File: config.mk
export PLATFORM = sky130hd
export DESIGN_NAME = mac_drain
export DESIGN_NICKNAME = d
export VERILOG_FILES = /design/src/rtl/mac_pkg.sv /design/src/rtl/drain_fifo.sv /design/src/rtl/mac_drain.sv
export SDC_FILE = /design/constraint.sdc
export NUM_CORES = 1
export LEC_CHECK = 0
export ABC_AREA = 0
export CAP_MARGIN = 10
export CORE_MARGIN = 2
export CORE_UTILIZATION = 53
export DETAILED_ROUTE_END_ITERATION = 8
export HOLD_SLACK_MARGIN = 0.12
export PLACE_DENSITY_LB_ADDON = 0.05
export SLEW_MARGIN = 20
export SYNTH_ARGS = -nofsm -noshare
export SYNTH_HDL_FRONTEND = slang
export SYNTH_SLANG_ARGS = --single-unit
File: constraint.sdc
create_clock -name clk -period 4.9 [get_ports clk]
set_input_delay 0.735 -clock clk [delete_from_list [all_inputs] [get_ports clk]]
set_output_delay 0.735 -clock clk [all_outputs]
set_load 0.02 [all_outputs]
File: src/rtl/mac_pkg.sv
// Shared constants for the MAC column and its output drain: default widths,
// requantisation shift width, activation limits and the saturation counter width.
package mac_pkg;

    localparam int N_DEF         = 8;
    localparam int SUM_WIDTH_DEF = (N_DEF * 2) + 4;
    localparam int SHIFT_W       = 4;
    localparam int SAT_CNT_W     = 8;

    function automatic int act_max(input int w);
        return (2 ** (w - 1)) - 1;
    endfunction

    function automatic int act_min(input int w);
        return -(2 ** (w - 1));
    endfunction

    localparam int ACT_MAX = act_max(N_DEF);
    localparam int ACT_MIN = act_min(N_DEF);

endpackage

File: src/rtl/drain_fifo.sv
// Synchronous show-ahead FIFO holding quantised activations for mac_drain.
// Head reads as zero while empty so no stale word is ever presented.
module drain_fifo #(
    parameter int WIDTH = 8,
    parameter int DEPTH = 4
) (
    input  logic                         clk,
    input  logic                         rst,
    input  logic                         clr,
    input  logic                         push,
    input  logic [WIDTH-1:0]             din,
    input  logic                         pop,
    output logic [WIDTH-1:0]             dout,
    output logic [$clog2(DEPTH+1)-1:0]   count,
    output logic                         empty
);

    localparam int PW = $clog2(DEPTH);
    localparam int CW = $clog2(DEPTH + 1);

    logic [WIDTH-1:0] mem [DEPTH];
    logic [PW-1:0]    wr_ptr;
    logic [PW-1:0]    rd_ptr;
    logic             do_push;
    logic             do_pop;

    assign empty   = (count == '0);
    assign do_pop  = pop && !empty;
    // A full FIFO still takes a write when the head leaves on the same edge.
    assign do_push = push && ((count != CW'(DEPTH)) || do_pop);
    assign dout    = empty ? '0 : mem[rd_ptr];

    // NOTE: storage has no reset; validity is tracked by count, and empty masks dout.
    always_ff @(posedge clk) begin
        if (do_push && !clr) begin
            mem[wr_ptr] <= din;
        end
    end

    // NOTE: sequential state is always assigned with <= so every flop samples pre-edge values.
    always_ff @(posedge clk or negedge rst) begin
        if (!rst) begin
            wr_ptr <= '0;
            rd_ptr <= '0;
            count  <= '0;
        end else if (clr) begin
            wr_ptr <= '0;
            rd_ptr <= '0;
            count  <= '0;
        end else begin
            if (do_push) wr_ptr <= wr_ptr + PW'(1);
            if (do_pop)  rd_ptr <= rd_ptr + PW'(1);
            case ({do_push, do_pop})
                2'b10:   count <= count + CW'(1);
                2'b01:   count <= count - CW'(1);
                default: count <= count;
            endcase
        end
    end

endmodule

File: src/rtl/mac_drain.sv
// Output drain of the MAC column: bias add, rounding shift, saturation, output FIFO.
// Define MAC_DRAIN_RELU_EN to clamp negative results to zero before saturation.
module mac_drain
    import mac_pkg::*;
#(
    parameter int n         = N_DEF,
    parameter int SUM_WIDTH = (n * 2) + 4,
    parameter int DEPTH     = 4
) (
    input  logic                        clk,
    input  logic                        rst,
    input  logic                        clr,
    input  logic                        acc_valid,
    input  logic signed [SUM_WIDTH-1:0] acc_in,
    output logic                        in_ready,
    input  logic signed [SUM_WIDTH-1:0] bias,
    input  logic [SHIFT_W-1:0]          shift,
    output logic                        out_valid,
    output logic signed [n-1:0]         out_data,
    input  logic                        out_ready,
    output logic [SAT_CNT_W-1:0]        sat_cnt
);

    localparam int RW = SUM_WIDTH + 2;
    localparam int CW = $clog2(DEPTH + 1);
    localparam logic signed [RW-1:0] MAX_R = RW'(act_max(n));
    localparam logic signed [RW-1:0] MIN_R = RW'(act_min(n));

    logic                      a_valid;
    logic signed [SUM_WIDTH:0] a_sum;
    logic [SHIFT_W-1:0]        a_shift;
    logic [CW-1:0]             fifo_count;
    logic                      fifo_empty;
    logic [CW:0]               occupancy;
    logic                      accept;

    logic [RW-1:0]             rnd;
    logic signed [RW-1:0]      biased;
    logic signed [RW-1:0]      shifted;
    logic signed [RW-1:0]      r;
    logic [n-1:0]              q;
    logic                      clip;

    // Stage A plus FIFO never exceeds DEPTH, so stage A can always drain next edge.
    assign occupancy = {1'b0, fifo_count} + {{CW{1'b0}}, a_valid};
    assign in_ready  = !clr && (occupancy < (CW + 1)'(DEPTH));
    assign accept    = acc_valid && in_ready;
    assign out_valid = !fifo_empty;

    always_ff @(posedge clk or negedge rst) begin
        if (!rst) begin
            a_valid <= 1'b0;
            a_sum   <= '0;
            a_shift <= '0;
        end else if (clr) begin
            a_valid <= 1'b0;
        end else begin
            a_valid <= accept;
            if (accept) begin
                a_sum   <= {acc_in[SUM_WIDTH-1], acc_in} + {bias[SUM_WIDTH-1], bias};
                a_shift <= shift;
            end
        end
    end

    // NOTE: every variable gets its default before any branch, so no latch can form.
    always_comb begin
        rnd     = (RW'(1) << a_shift) >> 1;
        biased  = $signed({a_sum[SUM_WIDTH], a_sum}) + $signed(rnd);
        shifted = biased >>> a_shift;
        r       = shifted;
`ifdef MAC_DRAIN_RELU_EN
        if (shifted < 0) r = '0;
`endif
        clip = 1'b0;
        q    = r[n-1:0];
        if (r > MAX_R) begin
            clip = 1'b1;
            q    = MAX_R[n-1:0];
        end else if (r < MIN_R) begin
            clip = 1'b1;
            q    = MIN_R[n-1:0];
        end
    end

    always_ff @(posedge clk or negedge rst) begin
        if (!rst) begin
            sat_cnt <= '0;
        end else if (clr) begin
            sat_cnt <= '0;
        end else if (a_valid && clip && (sat_cnt != '1)) begin
            sat_cnt <= sat_cnt + SAT_CNT_W'(1);
        end
    end

    drain_fifo #(
        .WIDTH (n),
        .DEPTH (DEPTH)
    ) u_fifo (
        .clk   (clk),
        .rst   (rst),
        .clr   (clr),
        .push  (a_valid),
        .din   (q),
        .pop   (out_valid && out_ready),
        .dout  (out_data),
        .count (fifo_count),
        .empty (fifo_empty)
    );

endmodule

Yosys cells after proc, flatten, opt, wreduce, memory -nomap -nowiden

Memory sizes are Yosys's and may differ from the RTL's.
Index checks and enable logic that the tools add are counted.

$add $sub $neg: 8
Order comparisons: 3
Equal/unequal tests: 4
Shifts and indexed selects: 2
Multiplexer cells: 16
Bitwise gates (word level): 1
Reductions and logical operators: 17

Operator list:

| operator                                                                       | count |
|---|---|
| 8-bit two-way mux                                                              | 5 |
| 21-bit by 22-bit adder with 22-bit output                                      | 1 |
| 22-bit by 8-bit > comparator with 1-bit output (second input constant)         | 1 |
| 22-bit by 8-bit less-than comparator with 1-bit output (second input constant) | 1 |
| 1-bit by 4-bit left shift with 22-bit output (first input constant)            | 1 |
| 22-bit by 4-bit >>> shifter with 22-bit output                                 | 1 |
| 20-bit by 20-bit adder with 21-bit output                                      | 1 |
| 8-bit by 1-bit adder with 8-bit output (second input constant)                 | 1 |
| 1-bit logical AND                                                              | 8 |
| 2-bit two-way mux                                                              | 4 |
| 8-bit inequality test (second input constant)                                  | 1 |
| 3-bit one-hot mux with 2 select lines                                          | 1 |
| 2-bit nonzero test                                                             | 3 |
| 1-bit two-way mux                                                              | 5 |
| 2-bit by 1-bit adder with 2-bit output (second input constant)                 | 2 |
| 3-bit by 1-bit adder with 4-bit output                                         | 1 |
| 4-bit by 3-bit less-than comparator with 1-bit output (second input constant)  | 1 |
| 3-bit by 1-bit adder with 3-bit output (second input constant)                 | 1 |
| 3-bit logical NOT                                                              | 1 |
| 3-bit two-way mux                                                              | 1 |
| 3-bit inequality test (second input constant)                                  | 1 |
| 3-bit nonzero test                                                             | 1 |
| 3-bit by 1-bit subtractor with 3-bit output (second input constant)            | 1 |
| 2-bit by 1-bit == test with 1-bit output (second input constant)               | 1 |
| 5 further kinds                                                                | 6 |

Flip-flop bits (word level): 41
Memory bits (writable): 32
Output and inout port bits: 18
Word-level logic and storage cells: 59
Memories: 1

Memories:

| name       | words | bits a word | read ports | clocked after Yosys merged registers in | wr ports | RTL line         | RTL |
|---|---|---|---|---|---|---|---|
| u_fifo.mem | 4     | 8           | 1          | 0                                       | 1        | drain_fifo.sv:21 | `logic [WIDTH-1:0] mem [DEPTH];` |

Depth between registers and ports, before layout

Gate-level depths: netlist of the first run.

Word-level depth: 10
Mapped depth: 22
Gate-level depth less buffers: 17

Modules after synthesis

From an unflattened synthesis of the first run, not the netlist that was laid out.

Cells, all modules: 771
Area, all modules: 6,919.1 µm²

By module, submodules not included:

| module     | instances | cells each | area each (µm²) | sequential area each (µm²) |
|---|---|---|---|---|
| mac_drain  | 1         | 659        | 5,152.4         | 850.8 |
| drain_fifo | 1         | 112        | 1,766.7         | 1,136.1 |

Least setup slack after synthesis of the first run

Ideal clock, no wire load.

Kind: register to register
Start: register a_shift[0]
End: register sat_cnt[0]
Arrival time: 4,860 ps
Data required time: 4,775 ps
Slack: -85 ps
Cell stages (with the launch flop): 21
Path buffers: 4
Period minus slack after synthesis: 4,985 ps
Cells stage by stage: dfrtp_1 > clkbuf_8 > clkbuf_8 > clkbuf_1 > buf_1 > nand2_1 > nor2_1 > ha_1 > fa_1 > a211oi_1 > o21a_1 > nor4_4 > o21ai_2 > mux2_4 > or2_4 > o41a_1 > nor4_1 > a41oi_1 > or3_4 > and3_4 > mux2_4

Longest elaborated chain between the ends: 9
Elaborated cells on any way between the ends: 10
Classes of those cells: add/sub (1); order compare (2); shift (2); mux (2); reduce/logical (3)

RTL lines:

| item                                                   | RTL line        | RTL |
|---|---|---|
| from (decl)                                            | mac_drain.sv:31 | `logic [SHIFT_W-1:0] a_shift;` |
| from (signal assigned)                                 | mac_drain.sv:61 | `a_shift <= shift;` |
| 1-bit by 4-bit left shift with 22-bit output           | mac_drain.sv:68 | `rnd = (RW'(1) << a_shift) >> 1;` |
| 21-bit by 22-bit adder with 22-bit output              | mac_drain.sv:69 | `biased = $signed({a_sum[SUM_WIDTH], a_sum}) + $signed(rnd);` |
| 22-bit by 4-bit >>> shifter with 22-bit output *       | mac_drain.sv:70 | `shifted = biased >>> a_shift;` |
| 22-bit by 8-bit less-than comparator with 1-bit output | mac_drain.sv:80 | `end else if (r < MIN_R) begin` |
| 1-bit two-way mux                                      | mac_drain.sv:80 |  |
| 1-bit two-way mux *                                    | mac_drain.sv:77 | `if (r > MAX_R) begin` |
| 1-bit logical AND * (2 in series)                      | mac_drain.sv:91 | `end else if (a_valid && clip && (sat_cnt != '1)) begin` |
| 2-bit nonzero test (no line) *                         | --              |  |
| to (signal assigned)                                   | mac_drain.sv:92 | `sat_cnt <= sat_cnt + SAT_CNT_W'(1);` |
| to (decl)                                              | mac_drain.sv:21 | `output logic [SAT_CNT_W-1:0] sat_cnt` |

Every way passes the cells marked *; elsewhere a longest branch is shown, timed or not.
A chain may end at the register's enable or synchronous reset.

Final worst setup path of the first run

Start: register a_shift[1]
End: register sat_cnt[0]

The elaborated chain is that of the path after synthesis.

==> flow_summary.yaml, run 1 <==
clock_tree:
  h-tree-depth: 3
  cts_buffers: 9
  cts_buffer_depth: 2
  tritoncts: "yes"
  cts.sinks: 73
  cts-root-buf: "clkbuf_16"
  insertion_delay_ns: 0.35
  path_clk_slew_ns: 0.07
detailed_routing:
  drc: 0
  wire_per_inst_um: 17.8
  via_count: 6148
  drt_iter0_drc: 578
  vias_per_cell: 6.08
  first_pass_iters: 5
  drtAntennaViolNets: 0
  routed_wl_mm: 18.0
critical_path:
  crit_fanout: 13
  setup.worst_path.class: "flip-flop to flip-flop"
  required_ns: 5.13
  arrival_ns: 4.94
  startpoint_type: "flip-flop"
  critPathCaptureType: "flip-flop"
cells_and_area:
  utilization_pct: 63.3
  syn2layout_area_growth_pct: 17.5
  drive_gt1_share_pct: 14.3
  fin_nets: 927
  antenna_cells: 0
power_and_ir_drop:
  netSwitchingFraction_pct: 40.8
  power_density_nw_per_um2: 340
  clkPwrFrac_pct: 23.9
  peakVddDrop_v: 0.000147
  switchingPower_mw: 1.10
  p_int_mw: 1.60
  cellLeakagePower_nw: 3.09
  combPwrFrac_pct: 46.5
  p_seq_share_pct: 29.6
sta:
  hold_violations: 0
  fin_setup_tns_ns: 0
  worst_pin_slew_ns: 0.794
  rsz0062_at_grt: "no"
  finalSetupViolCount: 0
  period_share_pct: 96.2
  skew_ns: 0.0158
  min_period_ns: 4.71
  max_slew_margin_pct: 46.3
  slew_violations: 0
  whs_ns: 0.365
  fmax_mhz: 212
yosys:
  synthesis.nets: 854
  synth-edff-count: 32
  yosysWarnings: 0
  syn_avg_cell_area_sq_um: 8.85
  syn_area_sq_um: 6740
  seq_area_frac_synth_pct: 29.5
  synth_flop_cell: "dfrtp_1"
  ys_ff_latch: 73
  synth_cells: 762
  ys_types: 93
  async_flop_share_pct: 56.2
die:
  pin_count: 67
  core.rowCount: 41
  fp.dieH_um: 117
  initial_core_util_pct: 53.9
  core_area_sq_um: 12500
  dieWidth_um: 117
  die_area_sq_um: 13600
run:
  maxCapViolCount: 0
placement:
  gp_congestion: 0.985
  portBuffers: 66
  dpl.hpwl_mm: 13.7
grt:
  grt_overflow: 0
  grt_use_total_pct: 27.3
  grt_pass1_vias: 5798
  grt_max_degree: 42
  antenna_found_initial: 0
  grt_pass1_wl_mm: 29.0
hold_path:
  hp-class: "input port to asynchronous set/reset pin"
outcome:
  outcome: "finished clean"
area by class of cell:
cell class              instances  area [sq um]
fillers                      1132          4590
inverters                      28           105
multi-input cells             622          4410
flip-flops and latches         73          1990
clock inverters                 7          62.6
clock buffers                   9           225
repair buffers                101           921
well taps                     172           215
metrics by stage:
step           worst slack (ns)  power (mW)  cells  area, sq um
2_1_floorplan            0.0373        1.67    762         6750
6_report                  0.188        2.69   1012         7930
4_1_cts                  0.0169        2.69   1011         7910
3_5_place_dp             0.0238        2.03    995         7620
5_1_grt                  0.0195        2.86   1012         7930
3_3_place_gp              0.124        2.02    995         7620
critical path: stages, from the launching register on:
cell and delay (ns):
dfrtp_1 0.44, inv_2 0.07, nand2_1 0.15, nor2_1 0.07, ha_1 0.23, fa_1 0.44, a211oi_2 0.29, o21a_2 0.23
nor4_4 0.07, o21ai_2 0.21, mux2_4 0.34, or2_4 0.26, o41a_1 0.40, nor4_1 0.31, a41oi_1 0.15, or3_4 0.44
and3_4 0.20, mux2_4 0.29
routing by layer:
layer / GRT usage (%) / up-vias / routed length, um
met5: 0 / - / 0
met4: 8.24 / 0 / 369
met3: 4.48 / 28 / 938
met2: 41.3 / 214 / 7900
met1: 40.3 / 2888 / 8780
li1: - / 3018 / -
cells in the mapped netlist, types with 5 or more instances:
library cell  number  area share [%]
a2111oi_0          6            0.78
a211oi_1          15             1.7
a21o_1            15             1.7
a21oi_1           44             3.3
a31oi_1            8            0.74
and2_1            10            0.93
clkbuf_1          20             1.1
clkbuf_8           8             1.6
dfrtp_1           41              15
edfxtp_1          32              14
ha_1              40             7.4
inv_1             25             1.4
mux2_2             7             1.2
mux2i_1           11             1.6
mux4_2            11             3.7
nand2_1           79             4.4
nand2b_1          11             1.0
nand3_1           24             1.8
nand4_1            6            0.56
nor2_1            72             4.0
nor2b_1           13             1.2
nor3_1            19             1.4
nor4_1             6            0.56
o211ai_1           9             1.0
o21a_1            12             1.3
o21ai_0           57             4.2
o31ai_1            5            0.56
xnor2_1           17             2.2
xor2_1            17             2.2
power by group through the flow:
stage	logic (mW)	clock network (mW)	registers [mW]
2_1_floorplan	0.902	0	0.765
3_3_place_gp	1.22	0	0.804
3_5_place_dp	1.23	0	0.807
4_1_cts	1.24	0.657	0.795
5_1_grt	1.37	0.681	0.805
6_report	1.25	0.645	0.797
worst paths after layout:
check,from,end,slack (ns),cells past startpoint
worst min-delay path,rst,a_sum[1],0.36,1
max in group asynchronous,rst,u_fifo.rd_ptr[1],4.10,1
worst max register to register,a_shift[1],sat_cnt[0],0.19,17
worst max-delay path,a_shift[1],sat_cnt[0],0.19,17
worst min register to register,a_sum[14],a_sum[14],0.51,2
min in group clk,a_sum[14],a_sum[14],0.51,2
sequential cells by signal (all words and copies together), names as in the netlist:
signal         count
a_shift            4
a_sum             21
a_valid            1
sat_cnt            8
u_fifo.count       3
u_fifo.mem        32
u_fifo.rd_ptr      2
u_fifo.wr_ptr      2
kinds of logic (layout without fill, tap and decap cells):
family          count (synthesis)  after routing  synth area share, %
mux                            31             31                 6.92
simple gates                  273            273                 19.9
xor+xnor                       34             34                 4.42
flops                          73             73                 29.5
buf+inv                        67            145                 5.36
fa+ha+maj                      43             43                 8.31
compound gates                241            241                 25.6
timing repair:
item | CTS | global route
hold buffers | 0 | 0
resized for setup | 1 | 6
setup endpoints to repair | 16 | 34
pin swaps | 0 | 3
buffers inserted | 0 | 1
placed cells by master (no fill, tap or decap), types with 13 or more instances in the layout:
master,Yosys,final
o21ai_0,57,57
nor2b_1,13,13
a21o_1,15,15
ha_1,40,40
a21oi_1,44,44
edfxtp_1,32,32
clkdlybuf4s50_1,0,65
nand2_1,79,78
inv_1,25,25
buf_4,1,36
nor2_1,72,72
nand3_1,24,24
xor2_1,17,17
a211oi_1,15,14
xnor2_1,17,17
dfrtp_1,41,39
nor3_1,19,19
Note: power is estimated with default switching activity, not from simulation.
==> run 2, diff against run 1 <==
- SLEW_MARGIN: 20 -> unset
==> run 2 against run 1 <==
  * Total power barely moved
  * First-iteration DRC count stayed put
  * Flip-flop and latch count unchanged
  * Via count is essentially flat
  * Routed wire length barely moved
  * Die area did not move
  * Fmax hardly changed
  * Cell count is the same
  * Register-to-register slack hardly changed
  * Utilization barely moved
  * Non-clock buffer count stayed put
  * Clock skew hardly changed
==> flow_summary.yaml, run 2 (synthesis gave the netlist of run 1 again) <==
sta:
  fmax_mhz: 212
  finalSetupViolCount: 0
  period_share_pct: 96.2
  max_slew_margin_pct: 31.9
  fin_setup_tns_ns: 0
  rsz0062_at_grt: "no"
  min_period_ns: 4.71
  skew_ns: 0.0161
  hold_violations: 0
  worst_pin_slew_ns: 1.02
  slew_violations: 0
detailed_routing:
  first_pass_iters: 5
  drc: 0
  routed_wl_mm: 18.0
  drt_iter0_drc: 578
  via_count: 6144
  wire_per_inst_um: 17.8
  vias_per_cell: 6.07
  drtAntennaViolNets: 0
grt:
  grt_max_degree: 42
  grt_overflow: 0
  grt_pass1_wl_mm: 29.0
  grt_use_total_pct: 27.3
  grt_pass1_vias: 5798
  antenna_found_initial: 0
placement:
  gp_congestion: 0.985
  portBuffers: 66
  place_inst: 995
  dpl.hpwl_mm: 13.7
run:
  maxCapViolCount: 0
clock_tree:
  cts_buffers: 9
  cts_buffer_depth: 2
  cts.sinks: 73
  path_clk_slew_ns: 0.06
  insertion_delay_ns: 0.35
  cts-root-buf: "clkbuf_16"
  tritoncts: "yes"
  h-tree-depth: 3
die:
  core_area_sq_um: 12500
  fp.dieH_um: 117
  die_area_sq_um: 13600
  dieWidth_um: 117
  pin_count: 67
  initial_core_util_pct: 53.9
  core.rowCount: 41
cells_and_area:
  final_cell_mix: "nand2_1, nor2_1, clkdlybuf4s50_1"
  utilization_pct: 63.3
  largest_reg_flops: 32
  final_common_cell: "nand2_1"
  syn2layout_area_growth_pct: 17.5
  fin_nets: 927
  drive_gt1_share_pct: 14.3
  multi_input_area_sq_um: 4410
  regMostFlops: "u_fifo.mem"
  top_regs: "u_fifo.mem (32), a_sum (21), sat_cnt (8)"
  instances_no_fill: 1012
  antenna_cells: 0
  n_fill_cell: 1131
  regArea_sq_um: 1990
critical_path:
  startpoint_type: "flip-flop"
  cp-startpoint: "a_shift[1]"
  setup.worst_path.class: "flip-flop to flip-flop"
  r2r_start: "a_shift[1]"
  required_ns: 5.13
  crit_fanout: 13
  arrival_ns: 4.94
  critPathCaptureType: "flip-flop"
hold_path:
  hp-class: "flip-flop to flip-flop"
  hp-start: "a_sum[14]"
power_and_ir_drop:
  peakVddDrop_v: 0.000147
  cellLeakagePower_nw: 3.09
  power_density_nw_per_um2: 340
outcome:
  outcome: "finished clean"
-- run 2: final cells by class --
| type | count | area share (%) |
|---|---|---|
| flip-flops and latches | 73 | 25.1 |
| clock inverters | 7 | 0.790 |
| clock buffers | 9 | 2.84 |
| inverters | 28 | 1.33 |
| repair buffers | 101 | 11.6 |
| well taps | 172 | 2.72 |
| multi-input cells | 622 | 55.6 |
-- run 2: worst paths after layout --
path | endpoint | slack (ns) | cells past startpoint
worst max-delay path | sat_cnt[0] | 0.19 | 17
worst min-delay path | a_sum[14] | 0.51 | 2
worst max register to register | sat_cnt[0] | 0.19 | 17
worst min register to register | a_sum[14] | 0.51 | 2
max in group asynchronous | a_shift[0] | 3.67 | 1
min in group asynchronous | a_sum[1] | 0.54 | 1
-- run 2: power by group --
group          total (mW)  leakage, nW  internal, mW  switching, mW
logic                1.25         2.15         0.524          0.728
registers           0.797        0.809         0.718         0.0794
clock network       0.645        0.139         0.353          0.292
total                2.69         3.09          1.59           1.10
-- run 2: through the flow --
| step | hold slack, ns | total power [mW] | instance area (sq um) | worst slack (ns) |
|---|---|---|---|---|
| after floorplan | 0.439 | 1.67 | 6750 | 0.0373 |
| after detailed placement | 0.501 | 2.03 | 7620 | 0.0238 |
| after CTS | 0.514 | 2.69 | 7910 | 0.0169 |
| after global placement | 0.496 | 2.02 | 7620 | 0.124 |
| final | 0.512 | 2.69 | 7920 | 0.188 |
| after global routing | 0.552 | 2.86 | 7920 | 0.0195 |
-- run 2: repair_timing --
action                     in CTS  in global routing
setup endpoints to repair      16                 34
hold buffers                    0                  0
setup buffers                   0                  1
pin swaps                       0                  3
resized for setup               1                  6
-- run 2: worst max-delay path: stages, from the launching register on --
cell and delay (ns):
dfrtp_1 0.44, inv_2 0.07, nand2_1 0.15, nor2_1 0.07
ha_1 0.23, fa_1 0.44, a211oi_2 0.29, o21a_2 0.23
nor4_4 0.07, o21ai_2 0.21, mux2_4 0.34, or2_4 0.26
o41a_1 0.40, nor4_1 0.31, a41oi_1 0.15, or3_4 0.44
and3_4 0.20, mux2_4 0.29
-- run 2: per-layer routing --
| layer | up-vias | share of wire (%) | track usage (%) |
|---|---|---|---|
| li1 | 3018 | - | - |
| met1 | 2886 | 49 | 40.3 |
| met2 | 212 | 44 | 41.3 |
| met3 | 28 | 5.1 | 4.48 |
| met4 | 0 | 2.1 | 8.24 |
| met5 | - | 0 | 0 |
==> run 3, diff against run 2 <==
- GPL_ROUTABILITY_DRIVEN: unset -> 0
==> run 3 against run 2 <==
  * Clock skew down 0.0086 ns
  * Utilization grew 0.20 points
  * Critical path depth unchanged
  * Cell count decreased by 0.20%
  * Fmax barely moved
  * Worst hold slack lost 0.020 ns
  * Combinational power about the same
  * Register-to-register slack hardly changed
  * Sequential power hardly changed
  * Routed wire length shrank 2.5%
  * Largest cell class unchanged
  * Largest power group unchanged
==> flow_summary.yaml, run 3 (synthesis gave the netlist of run 1 again) <==
outcome:
  outcome: "finished clean"
critical_path:
  slowest_delay_ns: 0.45
  crit_top_cell: "nand2_1"
  crit_fanout: 13
  crit_chain: "inv_2 -> nand2_1 -> nor3_1 -> ha_1 -> nand2_1 -> a211oi_2 -> a2111oi_4 -> buf_4 -> or2_2 -> a311o_1 -> or2_4 -> o41a_1 -> nor4_1 -> a41oi_1 -> or3_4 -> and3_4 -> mux2_4"
  arrival_ns: 4.94
  setup.worst_path.class: "flip-flop to flip-flop"
  cp_slowest_cell: "or3_4"
  critPathCaptureType: "flip-flop"
  startpoint_type: "flip-flop"
  required_ns: 5.13
cells_and_area:
  top_regs: "u_fifo.mem (32), a_sum (21), sat_cnt (8)"
  utilization_pct: 63.5
  final_common_cell: "nand2_1"
  antenna_cells: 0
  final_cell_mix: "nand2_1, nor2_1, clkdlybuf4s50_1"
  fin_nets: 925
  largest_reg_flops: 32
  regMostFlops: "u_fifo.mem"
  n_fill_cell: 1084
  drive_gt1_share_pct: 15.2
  instances_no_fill: 1010
  syn2layout_area_growth_pct: 17.9
power_and_ir_drop:
  power_mw: 2.69
  power_density_nw_per_um2: 338
  cellLeakagePower_nw: 3.08
  peakVddDrop_v: 0.000171
detailed_routing:
  via_count: 6186
  drc: 0
  drt_iter0_drc: 555
  vias_per_cell: 6.12
  drtAntennaViolNets: 0
  wire_per_inst_um: 17.4
  routed_wl_mm: 17.5
  first_pass_iters: 5
placement:
  place_inst: 989
  dp_slack_ns: 0.139
  dpl.hpwl_mm: 13.5
  portBuffers: 66
sta:
  min_period_ns: 4.71
  worst_pin_slew_ns: 0.959
  worst_slack_ns: 0.192
  slew_violations: 0
  hold_violations: 0
  finalSetupViolCount: 0
  period_share_pct: 96.1
  skew_ns: 0.00751
  fin_setup_tns_ns: 0
  max_slew_margin_pct: 36.1
  fmax_mhz: 212
grt:
  grt_use_total_pct: 26.5
  antenna_found_initial: 0
  grt_max_degree: 42
  grt_pass1_wl_mm: 28.2
  grt_overflow: 0
  grt_pass1_vias: 5749
die:
  die_area_sq_um: 13600
  core.rowCount: 41
  pin_count: 67
  core_area_sq_um: 12500
  dieWidth_um: 117
  initial_core_util_pct: 53.9
  fp.dieH_um: 117
clock_tree:
  cts.sinks: 73
  cts-root-buf: "clkbuf_16"
  tritoncts: "yes"
  cts_buffers: 9
  h-tree-depth: 3
  cts_buffer_depth: 2
  path_clk_slew_ns: 0.07
  insertion_delay_ns: 0.35
  cts_hold_buf: 0
run:
  maxCapViolCount: 0
hold_path:
  hp-class: "flip-flop to flip-flop"
## run 3: cell types whose count changed in the layout (fill, tap and decap cells not counted), sizes merged
cell	before	now
buf	36	34
clkinv	4	1
clkinvlp	1	3
inv	30	31
## run 3: per-stage QoR
stage	instance area, sq um	hold slack (ns)
floorplan	6750	0.439
global placement	7570	0.473
detailed placement	7570	0.483
CTS	7860	0.500
global route	7950	0.534
finish	7950	0.492
## run 3: final cells by class
class | count | area, sq um | area share [%]
Multi-Input combinational cell | 622 | 4450 | 56.0
Sequential cell | 73 | 1990 | 25.0
Timing Repair Buffer | 99 | 903 | 11.4
Clock buffer | 9 | 225 | 2.83
Tap cell | 172 | 215 | 2.71
Inverter | 28 | 105 | 1.32
Clock inverter | 7 | 60.1 | 0.756
## run 3: worst paths after layout
path,start,to,slack [ns],cells past startpoint
min in group asynchronous,rst,a_shift[3],0.52,1
worst min register to register,a_sum[14],a_sum[14],0.49,2
max in group asynchronous,rst,a_shift[0],3.72,1
worst min-delay path,a_sum[14],a_sum[14],0.49,2
worst max-delay path,a_shift[1],sat_cnt[0],0.19,17
worst max register to register,a_shift[1],sat_cnt[0],0.19,17
## run 3: worst max-delay path: cells and delay by family (launching register included)
kind,cells,cell delay [ns]
AOI/OAI and AO/OA,5,1.28
adders and majority gates,1,0.32
buffers and inverters,2,0.26
DFF,1,0.42
muxes,1,0.29
and+or+nand+nor,8,2.02
## run 3: where the power goes
group | internal (mW) | total, mW | switching (mW)
combinational | 0.522 | 1.26 | 0.734
sequential | 0.718 | 0.794 | 0.0758
clock | 0.352 | 0.639 | 0.288
## run 3: timing repair
item | CTS | global route
buffers inserted | 0 | 5
endpoints found under the setup margin | 0 | 36
resized for setup | 0 | 17
hold endpoints to repair | 0 | 0
## run 3: routing by layer
| metal | track usage, % | up-vias | share of wire [%] |
|---|---|---|---|
| li1 | - | 3012 | - |
| met1 | 37.2 | 2886 | 47 |
| met2 | 39.5 | 243 | 44 |
| met3 | 6.59 | 45 | 6.1 |
| met4 | 10.6 | 0 | 3.0 |
| met5 | 0 | - | 0 |
